==> src/rtl/ysyx_22041461_ctrl_fsm_if.sv <==
// Instruction-fetch bus between the NPC sequencer and instruction memory.
// Ports: request channel (valid/ready, 64-bit address) and response channel
// (valid, 32-bit instruction, bus error). Modports: master = sequencer, slave = memory.
interface ysyx_22041461_ctrl_fsm_if;
  logic        ifu_req_valid;
  logic [63:0] ifu_req_addr;
  logic        ifu_req_ready;
  logic        ifu_rsp_valid;
  logic [31:0] ifu_rsp_inst;
  logic        ifu_rsp_err;

  modport master (
    output ifu_req_valid, ifu_req_addr,
    input  ifu_req_ready, ifu_rsp_valid, ifu_rsp_inst, ifu_rsp_err
  );

  modport slave (
    input  ifu_req_valid, ifu_req_addr,
    output ifu_req_ready, ifu_rsp_valid, ifu_rsp_inst, ifu_rsp_err
  );
endinterface

==> src/rtl/ysyx_22041461_ctrl_fsm.sv <==
// Multi-cycle NPC sequencer: fetch -> decode sample -> execute (timed) -> writeback.
// Ports: clk/rst_n/run, ifu fetch bus (master), inst_q to IDU, dec_* from IDU,
// exu_start/exu_done to EXU, regw_en strobe, pc/retire_cnt/halted/halt_code status.
module ysyx_22041461_ctrl_fsm #(
  parameter logic [63:0] RESET_PC    = 64'h0000_0000_8000_0000,
  parameter int          EXU_TIMEOUT = 16
) (
  input  logic                             clk,
  input  logic                             rst_n,
  input  logic                             run,
  ysyx_22041461_ctrl_fsm_if.master         ifu,
  output logic [31:0]                      inst_q,
  input  logic                             dec_en_regw,
  input  logic                             dec_illegal,
  input  logic                             dec_ebreak,
  output logic                             exu_start,
  input  logic                             exu_done,
  output logic                             regw_en,
  output logic [63:0]                      pc,
  output logic [63:0]                      retire_cnt,
  output logic                             halted,
  output logic [2:0]                       halt_code
);

  // Counter holds the 1-based EXEC cycle number; one spare value avoids
  // overflow on the cycle the timeout fires.
  localparam int           CW = $clog2(EXU_TIMEOUT + 1);
  localparam logic [CW-1:0] TO = CW'(EXU_TIMEOUT);

  typedef enum logic [2:0] {
    S_IDLE, S_FREQ, S_FWAIT, S_DEC, S_EXEC, S_WB, S_HALT
  } state_t;

  state_t        state, state_d;
  logic [CW-1:0] ecnt;
  logic          wb_pending;

  logic          load_inst, latch_wb, pc_inc, retire_inc, halt_set;
  logic [2:0]    code_d;

  always_ff @(posedge clk or negedge rst_n) begin
    if (!rst_n) begin
      state      <= S_IDLE;
      pc         <= RESET_PC;
      inst_q     <= 32'h0000_0013;
      retire_cnt <= 64'd0;
      halt_code  <= 3'd0;
      wb_pending <= 1'b0;
      ecnt       <= CW'(1);
    end else begin
      state <= state_d;
      if (load_inst)  inst_q     <= ifu.ifu_rsp_inst;
      if (latch_wb)   wb_pending <= dec_en_regw;
      if (pc_inc)     pc         <= pc + 64'd4;
      if (retire_inc) retire_cnt <= retire_cnt + 64'd1;
      if (halt_set)   halt_code  <= code_d;
      // Re-arms to 1 whenever we are outside EXEC, so it is 1 on entry.
      if (state == S_EXEC) ecnt <= ecnt + CW'(1);
      else                 ecnt <= CW'(1);
    end
  end

  always_comb begin
    state_d    = state;
    load_inst  = 1'b0;
    latch_wb   = 1'b0;
    pc_inc     = 1'b0;
    retire_inc = 1'b0;
    halt_set   = 1'b0;
    code_d     = 3'd0;
    unique case (state)
      S_IDLE:  if (run) state_d = S_FREQ;
      S_FREQ:  if (ifu.ifu_req_ready) state_d = S_FWAIT;
      S_FWAIT: begin
        if (ifu.ifu_rsp_valid) begin
          if (ifu.ifu_rsp_err) begin
            state_d  = S_HALT;
            halt_set = 1'b1;
            code_d   = 3'd3;
          end else begin
            load_inst = 1'b1;
            state_d   = S_DEC;
          end
        end
      end
      S_DEC: begin
        if (dec_illegal) begin
          state_d  = S_HALT;
          halt_set = 1'b1;
          code_d   = 3'd2;
        end else if (dec_ebreak) begin
          // ebreak counts as retired but does not advance the PC.
          state_d    = S_HALT;
          halt_set   = 1'b1;
          code_d     = 3'd1;
          retire_inc = 1'b1;
        end else begin
          latch_wb = 1'b1;
          state_d  = S_EXEC;
        end
      end
      S_EXEC: begin
        if (exu_done) begin
          state_d = S_WB;
        end else if (ecnt == TO) begin
          state_d  = S_HALT;
          halt_set = 1'b1;
          code_d   = 3'd4;
        end
      end
      S_WB: begin
        pc_inc     = 1'b1;
        retire_inc = 1'b1;
        state_d    = run ? S_FREQ : S_IDLE;
      end
      S_HALT:  state_d = S_HALT;
      default: state_d = S_IDLE;
    endcase
  end

  // Outputs decoded from registered state only.
  assign ifu.ifu_req_valid = (state == S_FREQ);
  assign ifu.ifu_req_addr  = pc;
  assign exu_start         = (state == S_EXEC) && (ecnt == CW'(1));
  assign regw_en           = (state == S_WB) && wb_pending;
  assign halted            = (state == S_HALT);

endmodule
==> src/flat_wrapper.sv <==
// flat-port wrapper written by rule: the top's interface ports become plain ports
module ysyx_22041461_ctrl_fsm_flat 
#(
  parameter logic [63:0] RESET_PC    = 64'h0000_0000_8000_0000,
  parameter int          EXU_TIMEOUT = 16
)
  (clk, rst_n, run, inst_q, dec_en_regw, dec_illegal, dec_ebreak, exu_start, exu_done, regw_en, pc, retire_cnt, halted, halt_code, ifu_ifu_req_valid, ifu_ifu_req_addr, ifu_ifu_req_ready, ifu_ifu_rsp_valid, ifu_ifu_rsp_inst, ifu_ifu_rsp_err);
  ysyx_22041461_ctrl_fsm_if ifu_i ();
  input  logic clk;
  input  logic rst_n;
  input  logic run;
  output logic [31:0] inst_q;
  input  logic dec_en_regw;
  input  logic dec_illegal;
  input  logic dec_ebreak;
  output logic exu_start;
  input  logic exu_done;
  output logic regw_en;
  output logic [63:0] pc;
  output logic [63:0] retire_cnt;
  output logic halted;
  output logic [2:0] halt_code;
  output wire logic [$bits(ifu_i.ifu_req_valid)-1:0] ifu_ifu_req_valid;
  output wire logic [$bits(ifu_i.ifu_req_addr)-1:0] ifu_ifu_req_addr;
  input wire logic [$bits(ifu_i.ifu_req_ready)-1:0] ifu_ifu_req_ready;
  input wire logic [$bits(ifu_i.ifu_rsp_valid)-1:0] ifu_ifu_rsp_valid;
  input wire logic [$bits(ifu_i.ifu_rsp_inst)-1:0] ifu_ifu_rsp_inst;
  input wire logic [$bits(ifu_i.ifu_rsp_err)-1:0] ifu_ifu_rsp_err;
  assign ifu_ifu_req_valid = ifu_i.ifu_req_valid;
  assign ifu_ifu_req_addr = ifu_i.ifu_req_addr;
  assign ifu_i.ifu_req_ready = ifu_ifu_req_ready;
  assign ifu_i.ifu_rsp_valid = ifu_ifu_rsp_valid;
  assign ifu_i.ifu_rsp_inst = ifu_ifu_rsp_inst;
  assign ifu_i.ifu_rsp_err = ifu_ifu_rsp_err;
  ysyx_22041461_ctrl_fsm #(.RESET_PC(RESET_PC), .EXU_TIMEOUT(EXU_TIMEOUT)) u_core (.clk(clk), .rst_n(rst_n), .run(run), .ifu(ifu_i), .inst_q(inst_q), .dec_en_regw(dec_en_regw), .dec_illegal(dec_illegal), .dec_ebreak(dec_ebreak), .exu_start(exu_start), .exu_done(exu_done), .regw_en(regw_en), .pc(pc), .retire_cnt(retire_cnt), .halted(halted), .halt_code(halt_code));
endmodule
==> config.mk <==
export PLATFORM = sky130hd
export DESIGN_NAME = ysyx_22041461_ctrl_fsm_flat
export DESIGN_NICKNAME = d
export VERILOG_FILES = /design/src/rtl/ysyx_22041461_ctrl_fsm_if.sv /design/src/rtl/ysyx_22041461_ctrl_fsm.sv /design/src/flat_wrapper.sv
export SDC_FILE = /design/constraint.sdc
export NUM_CORES = 1
export LEC_CHECK = 0
export BUFFER_PORTS_ARGS = -buffer_cell sky130_fd_sc_hd__buf_4
export CORE_ASPECT_RATIO = 1.1
export CORE_UTILIZATION = 55
export DETAILED_ROUTE_END_ITERATION = 7
export PLACE_DENSITY_LB_ADDON = 0.25
export SYNTH_ARGS = -nofsm -noshare
export SYNTH_HDL_FRONTEND = slang
export SYNTH_SLANG_ARGS = --single-unit
==> constraint.sdc <==
create_clock -name clk -period 6.35 [get_ports clk]
set_input_delay 1.27 -clock clk [delete_from_list [all_inputs] [get_ports clk]]
set_output_delay 1.27 -clock clk [all_outputs]
set_load 0.01 [all_outputs]
=== Yosys cells after proc, flatten, opt, wreduce, memory -nomap -nowiden ===
Cells that the tools add are included.

* Add/subtract/negate cells: 3
* Equality and inequality tests: 12
* Mux-type cells: 34
* Reductions and logical operators: 4

{| class="wikitable"
|+ Operators with widths
! kind !! number
|-
| 64-bit by 1-bit adder with 64-bit output (second input constant) || 1
|-
| 64-bit by 3-bit adder with 64-bit output (second input constant) || 1
|-
| 3-bit two-way mux || 11
|-
| 3-bit case mux with 7 select lines || 1
|-
| 1-bit two-way mux || 16
|-
| 3-bit equality test (second input constant) || 3
|-
| 3-bit case mux with 3 select lines || 1
|-
| 3-bit by 2-bit equality test with 1-bit output (second input constant) || 2
|-
| 5-bit by 1-bit adder with 5-bit output (second input constant) || 1
|-
| 5-bit by 1-bit equality test with 1-bit output (second input constant) || 1
|-
| 5-bit equality test (second input constant) || 1
|-
| 5-bit two-way mux || 1
|-
| 2-bit two-way mux || 2
|-
| 2-bit inequality test (second input constant) || 2
|-
| 4-bit AND reduction || 1
|-
| 3-bit by 1-bit equality test with 1-bit output (second input constant) || 1
|-
| 3-bit zero test || 1
|-
| 3-bit inequality test (second input constant) || 1
|-
| 1-bit case mux with 3 select lines || 1
|-
| 1-bit logical AND || 2
|-
| 2-bit by 1-bit inequality test with 1-bit output (second input constant) || 1
|-
| 1-bit case mux with 2 select lines || 1
|}

* Register bits after elaboration: 172
* Input port bits: 42
* Output and inout bits: 231
* Logic and storage cells: 60

=== Logic depth before layout (Yosys ltp) ===
Gate-level depths: netlist of the first run.

* Word-level depth: 4
* Mapped depth: 7
* Mapped depth without buffers: 7

=== Worst setup path after synthesis of the first run ===
OpenSTA, ideal clock, no wires.

* Path kind: input-to-reg
* Start: input port dec_illegal
* End: register u_core.retire_cnt[51]
* Setup time: 80 ps
* Arrival: 2720 ps
* Required time: 6270 ps
* Path slack: 3550 ps
* Stages on the path: 6
* Path buffers: 1
* Path through: nand4bb_4 a2111oi_4 nand3_4 buf_6 nor4_2 xnor2_1

* Word-level cells in the longest chain between the ends: 2

{| class="wikitable"
|+ RTL lines
! what !! line !! source
|-
| from (decl) || flat_wrapper.sv:14 || <nowiki>input logic dec_illegal;</nowiki>
|-
| 1-bit two-way mux || ysyx_22041461_ctrl_fsm.sv:87 || <nowiki>if (dec_illegal) begin</nowiki>
|-
| 1-bit case mux with 2 select lines || ysyx_22041461_ctrl_fsm.sv:71 || <nowiki>unique case (state)</nowiki>
|-
| to (signal assigned) || ysyx_22041461_ctrl_fsm.sv:55 || <nowiki>if (retire_inc) retire_cnt <= retire_cnt + 64'd1;</nowiki>
|-
| to (decl) || ysyx_22041461_ctrl_fsm.sv:20 || <nowiki>output logic [63:0] retire_cnt,</nowiki>
|}

No other way between the ends.
A chain may end at the register's enable or synchronous reset.

=== Worst setup path in the final report of the first run ===
* Start: register u_core.state[1]
* End: output port exu_start

* Word-level cells in the longest chain between the ends: 2

{| class="wikitable"
|+ RTL lines
! what !! line !! source
|-
| from (decl) || ysyx_22041461_ctrl_fsm.sv:34 || <nowiki>state_t state, state_d;</nowiki>
|-
| from (signal assigned) || ysyx_22041461_ctrl_fsm.sv:51 || <nowiki>state <= state_d;</nowiki>
|-
| 3-bit equality test || ysyx_22041461_ctrl_fsm.sv:124 || <nowiki>assign exu_start = (state == S_EXEC) && (ecnt == CW'(1));</nowiki>
|-
| 1-bit logical AND || ysyx_22041461_ctrl_fsm.sv:124 ||
|-
| to (decl) || flat_wrapper.sv:16 || <nowiki>output logic exu_start;</nowiki>
|}

No other way between the ends.

==> qor.yml, run 1 <==
detailed_routing:
  antenna_left: 0
  routed_via_density: 5.47
  vias: 6559
  detail_route.wl_per_cell_um: 16.8
  drc: 0
  totalWireLength_um: 20200
  drtPass1Iterations: 4
  dr.first_iter.drc_count: 366
die:
  die_w_um: 120
  fp.dieArea_um2: 15900
  start_util_pct: 56.2
  core_area_um2: 15100
  rows: 47
  ios: 273
  die_height_um: 132
run_status:
  outcome: "complete, no violations"
critical_path:
  cp-end-kind: "primary output"
  cp.arrival_ns: 2.10
  r2r_end: "u_core.ifu.ifu_req_addr[51]"
  r2r_slack_ns: 3.46
  r2r-start: "u_core.state[0]"
  cp_max_fo: 11
  start_kind: "register"
  required_ns: 5.08
  crit_type: "register to primary output"
  rr_worst_depth: 5
  cp-startpoint: "u_core.state[1]"
clocking:
  htree_levels: 4
  clkLatencyLatePin_ns: 0.43
  cts_buffer_depth: 2
  cts-root-buf: "clkbuf_16"
  cts.sinks: 170
  cts_tree: "yes"
  cts_hold_buffers: 0
  cts_setup_buffers: 0
  numCtsBuffers: 17
  clk_pin_slew_ns: 0.06
  ctsResizeCount: 0
layout:
  drive_above_1_share_pct: 35.8
  nets: 1038
  mostFrequentLayoutCell: "buf_4"
  n_fill_cell: 1133
  seq_area_um2: 4260
  diodes: 0
  fin_util_pct: 71.6
  final-instance-count-excl-fill: 1200
  stdcell_area_um2: 10800
  final_cell_mix: "269 x buf_4, 165 x dfrtp_1, 66 x xnor2_1"
  multiInputGateArea_um2: 3570
  area_delta_synth_final_pct: 27.4
power:
  swShare_pct: 27.8
  p_clk_share_pct: 33.5
  pwr-share-seq_pct: 43.3
  total_leakage_power_nw: 5.24
  combPwrFrac_pct: 23.2
  cellPowerDensity_nw_per_um2: 296
  power.total_w: 0.00319
  peakVddDrop_mv: 0.147
  p_switching_w: 0.000888
  p_int_w: 0.00230
sta:
  rsz0062_at_grt: "false"
  worst_slew_pin_slew_ns: 0.991
  setup_viol: 0
  min_period_ns: 3.37
  fmax_mhz: 297
  finalMaxSlewViolations: 0
  hold_violations: 0
  period_share_pct: 53.0
  relSlewSlack_pct: 34.0
  tns_ns: 0
  fin_skew_ns: 0.00901
global_route:
  grt_pass1_vias: 6351
  grt_start_max_net_pins: 109
  overflow: 0
  track_usage_pct: 25.9
  grt_antenna_before_repair: 0
  grt_pass1_wl_um: 32300
synth:
  synth_top_area_share_pct: 48.8
  yosys.cell_types.count: 54
  syn_area_um2: 8460
  ys_seq_area_share_pct: 50.4
  synth_area_leader_cell: "dfrtp_1"
  synth_ff_type: "dfrtp_1"
  yosys_warnings: 0
  syn_avg_cell_area_um2: 10.9
  synthCells: 779
  async_reset_ff_share_pct: 100
  synth-edff-count: 0
  ys_ff_latch: 170
  synth_area_leaders: "dfrtp_1 49%, xnor2_1 6.8%, xor2_1 6.3%"
worst_hold_path:
  min_to: "u_core.ecnt[0]"
  holdPathStages: 1
  hold_path_class: "register to register"
  hp-start: "u_core.ecnt[0]"
place:
  placedCellCount: 1168
  place_congestion: 0.890
  dp.final_hpwl_um: 14900
  port_buffers: 268
  place_area_um2: 10200
job:
  drv_cap: 0
final cells by class:
| class | count | share of cell area [%] |
|---|---|---|
| Inverter | 16 | 0.557 |
| Clock buffer | 21 | 4.36 |
| Sequential cell | 170 | 39.5 |
| Tap cell | 196 | 2.28 |
| Timing Repair Buffer | 270 | 18.8 |
| Clock inverter | 11 | 1.33 |
| Multi-Input combinational cell | 516 | 33.1 |
logic make-up (layout without fill, tap and decap cells):
logic type | count (synthesis) | count (layout) | synth area share [%]
compound gates | 18 | 18 | 1.69
xor+xnor | 127 | 127 | 13.2
fa+ha+maj | 5 | 5 | 0.740
buf+inv | 96 | 318 | 7.57
flops | 170 | 170 | 50.4
mux | 35 | 35 | 4.65
other cells | 1 | 4 | 0.0443
simple gates | 327 | 327 | 21.8
flip-flops by register name, summed over array words and instances (netlist names):
signal / count
u_core.inst_q: 32
u_core.ifu.ifu_req_addr: 62
u_core.state: 3
u_core.wb_pending: 1
u_core.ecnt: 5
u_core.halt_code: 3
u_core.retire_cnt: 64
through the flow:
step | hold WS (ns) | setup WS [ns]
3_5_place_dp | 0.462 | 3.12
3_3_place_gp | 0.460 | 3.18
2_1_floorplan | 0.447 | 3.55
5_1_grt | 0.488 | 2.82
6_report | 0.473 | 2.98
4_1_cts | 0.474 | 2.99
cells in the mapped netlist (2+ instances only):
cell type,count
or2_2,3
nand4_2,2
nor4_1,20
and4_1,5
buf_4,67
or3_1,7
and2_1,3
nor4_4,6
nor2_1,62
dfstp_2,5
mux2_2,34
buf_6,3
a21oi_1,4
inv_1,16
clkbuf_1,4
dfrtp_1,165
xnor2_1,66
buf_2,5
nand4_1,46
nand3b_1,2
nand2b_1,2
nand2_1,65
and3_1,12
ha_1,5
xor2_1,61
a21boi_0,2
nand3_1,51
nor3_1,23
or4_1,5
o21ai_0,4
worst max-delay path, stage by stage, from the launching register on:
cell and delay, ns:
dfrtp_1 0.51, nand2b_2 0.32, or2_2 0.36, nor4_1 0.28, buf_4 0.20
power groups by stage:
stage	registers, W	clock network (W)	logic (W)
3_3_place_gp	0.00139	0	0.000732
5_1_grt	0.00141	0.00113	0.000797
4_1_cts	0.00138	0.00109	0.000750
3_5_place_dp	0.00140	0	0.000748
2_1_floorplan	0.00142	0	0.000388
6_report	0.00138	0.00107	0.000740
worst max path at each step:
stage,end,slack (ns),cells after the start
2_1_floorplan,u_core.retire_cnt[51],3.55,6
3_3_place_gp,u_core.retire_cnt[55],3.18,6
3_5_place_dp,u_core.retire_cnt[41],3.12,6
4_1_cts,exu_start,2.99,4
5_1_grt,exu_start,2.82,4
6_report,exu_start,2.98,4
metal layers:
layer | GRT usage, % | vias to the layer above | part of all wire [%]
li1 | - | 3069 | -
met1 | 32.1 | 3222 | 40
met2 | 44.9 | 241 | 52
met3 | 5.67 | 27 | 6.0
met4 | 8.23 | 0 | 1.6
met5 | 0 | - | 0
Power figures use the tool's default switching activity.
==> inputs of run 2 (changes only) <==
CORE_UTILIZATION = 46   (was 55)
clock period = 2.7 ns   (was 6.35 ns; I/O delays follow)
==> run 2 against run 1 <==
  * Clock skew increased by 0.00097 ns
  * Cell area is 1.6% higher
  * Critical path depth did not move
  * Combinational power rose by 140%
  * Die area is 19% higher
  * Largest cell class unchanged
  * Largest power group unchanged
  * Highest routed layer unchanged
==> qor.yml, run 2 (synthesized netlist as in run 1, its figures left out) <==
detailed_routing:
  antenna_left: 0
  detail_route.wl_per_cell_um: 16.6
  dr.first_iter.drc_count: 287
  drc: 0
  vias: 6613
  totalWireLength_um: 20900
  routed_via_density: 5.26
  drtPass1Iterations: 4
clocking:
  ctsResizeCount: 0
  cts_hold_buffers: 0
  cts_tree: "yes"
  clk_pin_slew_ns: 0.06
  cts.sinks: 170
  numCtsBuffers: 17
  cts_buffer_depth: 2
  htree_levels: 4
  cts_setup_buffers: 0
  clkLatencyLatePin_ns: 0.43
  cts-root-buf: "clkbuf_16"
die:
  start_util_pct: 47.3
  fp.dieArea_um2: 18900
  rows: 51
  ios: 273
  die_height_um: 144
  die_w_um: 131
  core_area_um2: 17900
sta:
  worst_slew_pin_slew_ns: 0.567
  hold_violations: 0
  min_period_ns: 2.56
  fmax_mhz: 391
  finalMaxSlewViolations: 0
  fin_skew_ns: 0.00998
  period_share_pct: 94.7
  rsz0062_at_grt: "false"
  tns_ns: 0
  setup_viol: 0
  relSlewSlack_pct: 61.6
  setup_slack_ns: 0.143
global_route:
  grt_antenna_before_repair: 0
  grt_pass1_vias: 6329
  grt_start_max_net_pins: 59
  track_usage_pct: 22.4
  grt_pass1_wl_um: 33100
  overflow: 0
place:
  dp.final_hpwl_um: 15800
  port_buffers: 268
  place_congestion: 0.829
  pre_cts_slack_ns: 0.249
layout:
  area_delta_synth_final_pct: 29.5
  drive_above_1_share_pct: 36.2
  largest_reg_flops: 64
  nets: 1054
  top_register: "u_core.retire_cnt"
  mostFrequentLayoutCell: "buf_4"
  final_cell_mix: "283 x buf_4, 164 x dfrtp_1, 66 x xnor2_1"
  n_fill_cell: 1512
  diodes: 0
power:
  peakVddDrop_mv: 0.458
  total_leakage_power_nw: 5.32
  power.total_w: 0.00749
  swShare_pct: 27.4
  p_int_w: 0.00544
  cellPowerDensity_nw_per_um2: 684
  p_clk_share_pct: 33.0
  pwr-share-seq_pct: 43.3
  combPwrFrac_pct: 23.7
  p_switching_w: 0.00205
critical_path:
  cp-end-kind: "primary output"
  required_ns: 2.16
  crit_type: "register to primary output"
  cp.arrival_ns: 2.02
  start_kind: "register"
  cp_max_fo: 11
worst_hold_path:
  hold_path_class: "primary input to asynchronous set/reset pin"
job:
  drv_cap: 0
run_status:
  outcome: "complete, no violations"
-- run 2: changes by cell type in the layout (fill, tap and decap cells not counted) --
cell,before,now
clkinv_2,3,1
buf_4,269,283
clkinvlp_4,4,0
clkbuf_1,1,8
dfrtp_2,0,1
dfrtp_1,165,164
clkinv_4,1,0
buf_12,0,2
-- run 2: path summary, 6_finish.rpt --
kind / from / slack (ns) / end / cells after the start
max: u_core.state[1] / 0.14 / exu_start / 4
min: rst_n / 0.1 / u_core.retire_cnt[35] / 1
max reg2reg: u_core.retire_cnt[2] / 0.40 / u_core.retire_cnt[46] / 5
min reg2reg: u_core.retire_cnt[63] / 0.47 / u_core.retire_cnt[63] / 1
max in group asynchronous: rst_n / 1.88 / u_core.inst_q[1] / 2
min in group clk: ifu_ifu_rsp_inst[6] / 0.34 / u_core.inst_q[6] / 2
-- run 2: final cells by class --
class	count	area [µm²]	share of cell area, %
inverters	16	60.1	0.548
flip-flops and latches	170	4260	38.9
repair buffers	286	2180	19.9
clock inverters	4	95.1	0.868
multi-input cells	516	3570	32.6
well taps	238	298	2.72
clock buffers	28	497	4.53
-- run 2: worst max-delay path, cell delays in order, from the launching register on --
cell and delay (ns):
dfrtp_1 0.50, nand2b_2 0.31, or2_2 0.35, nor4_1 0.26, buf_4 0.17
-- run 2: layer usage --
layer	part of all wire, %	global-route usage, %	vias up
met3	5.6	4.73	36
met4	2.1	8.63	0
met1	40	26.6	3228
met5	0	0	-
met2	52	39.9	245
li1	-	-	3104
-- run 2: power groups by stage --
stage	Sequential, W	Combinational (W)	Clock [W]
2_1_floorplan	0.00334	0.000913	0
3_3_place_gp	0.00327	0.00177	0
3_5_place_dp	0.00329	0.00180	0
4_1_cts	0.00324	0.00181	0.00251
5_1_grt	0.00330	0.00193	0.00261
6_report	0.00325	0.00178	0.00247
-- run 2: stage by stage --
step / cells / cell area [µm²] / hold slack [ns] / util (%)
floorplan: 782 / 8470 / 0.244 / -
global placement: 1226 / 10400 / 0.457 / 58.0
detailed placement: 1226 / 10400 / 0.467 / 58.0
CTS: 1258 / 11000 / 0.104 / 61.3
global route: 1258 / 11000 / 0.133 / 61.3
finish: 1258 / 11000 / 0.0962 / 61.3
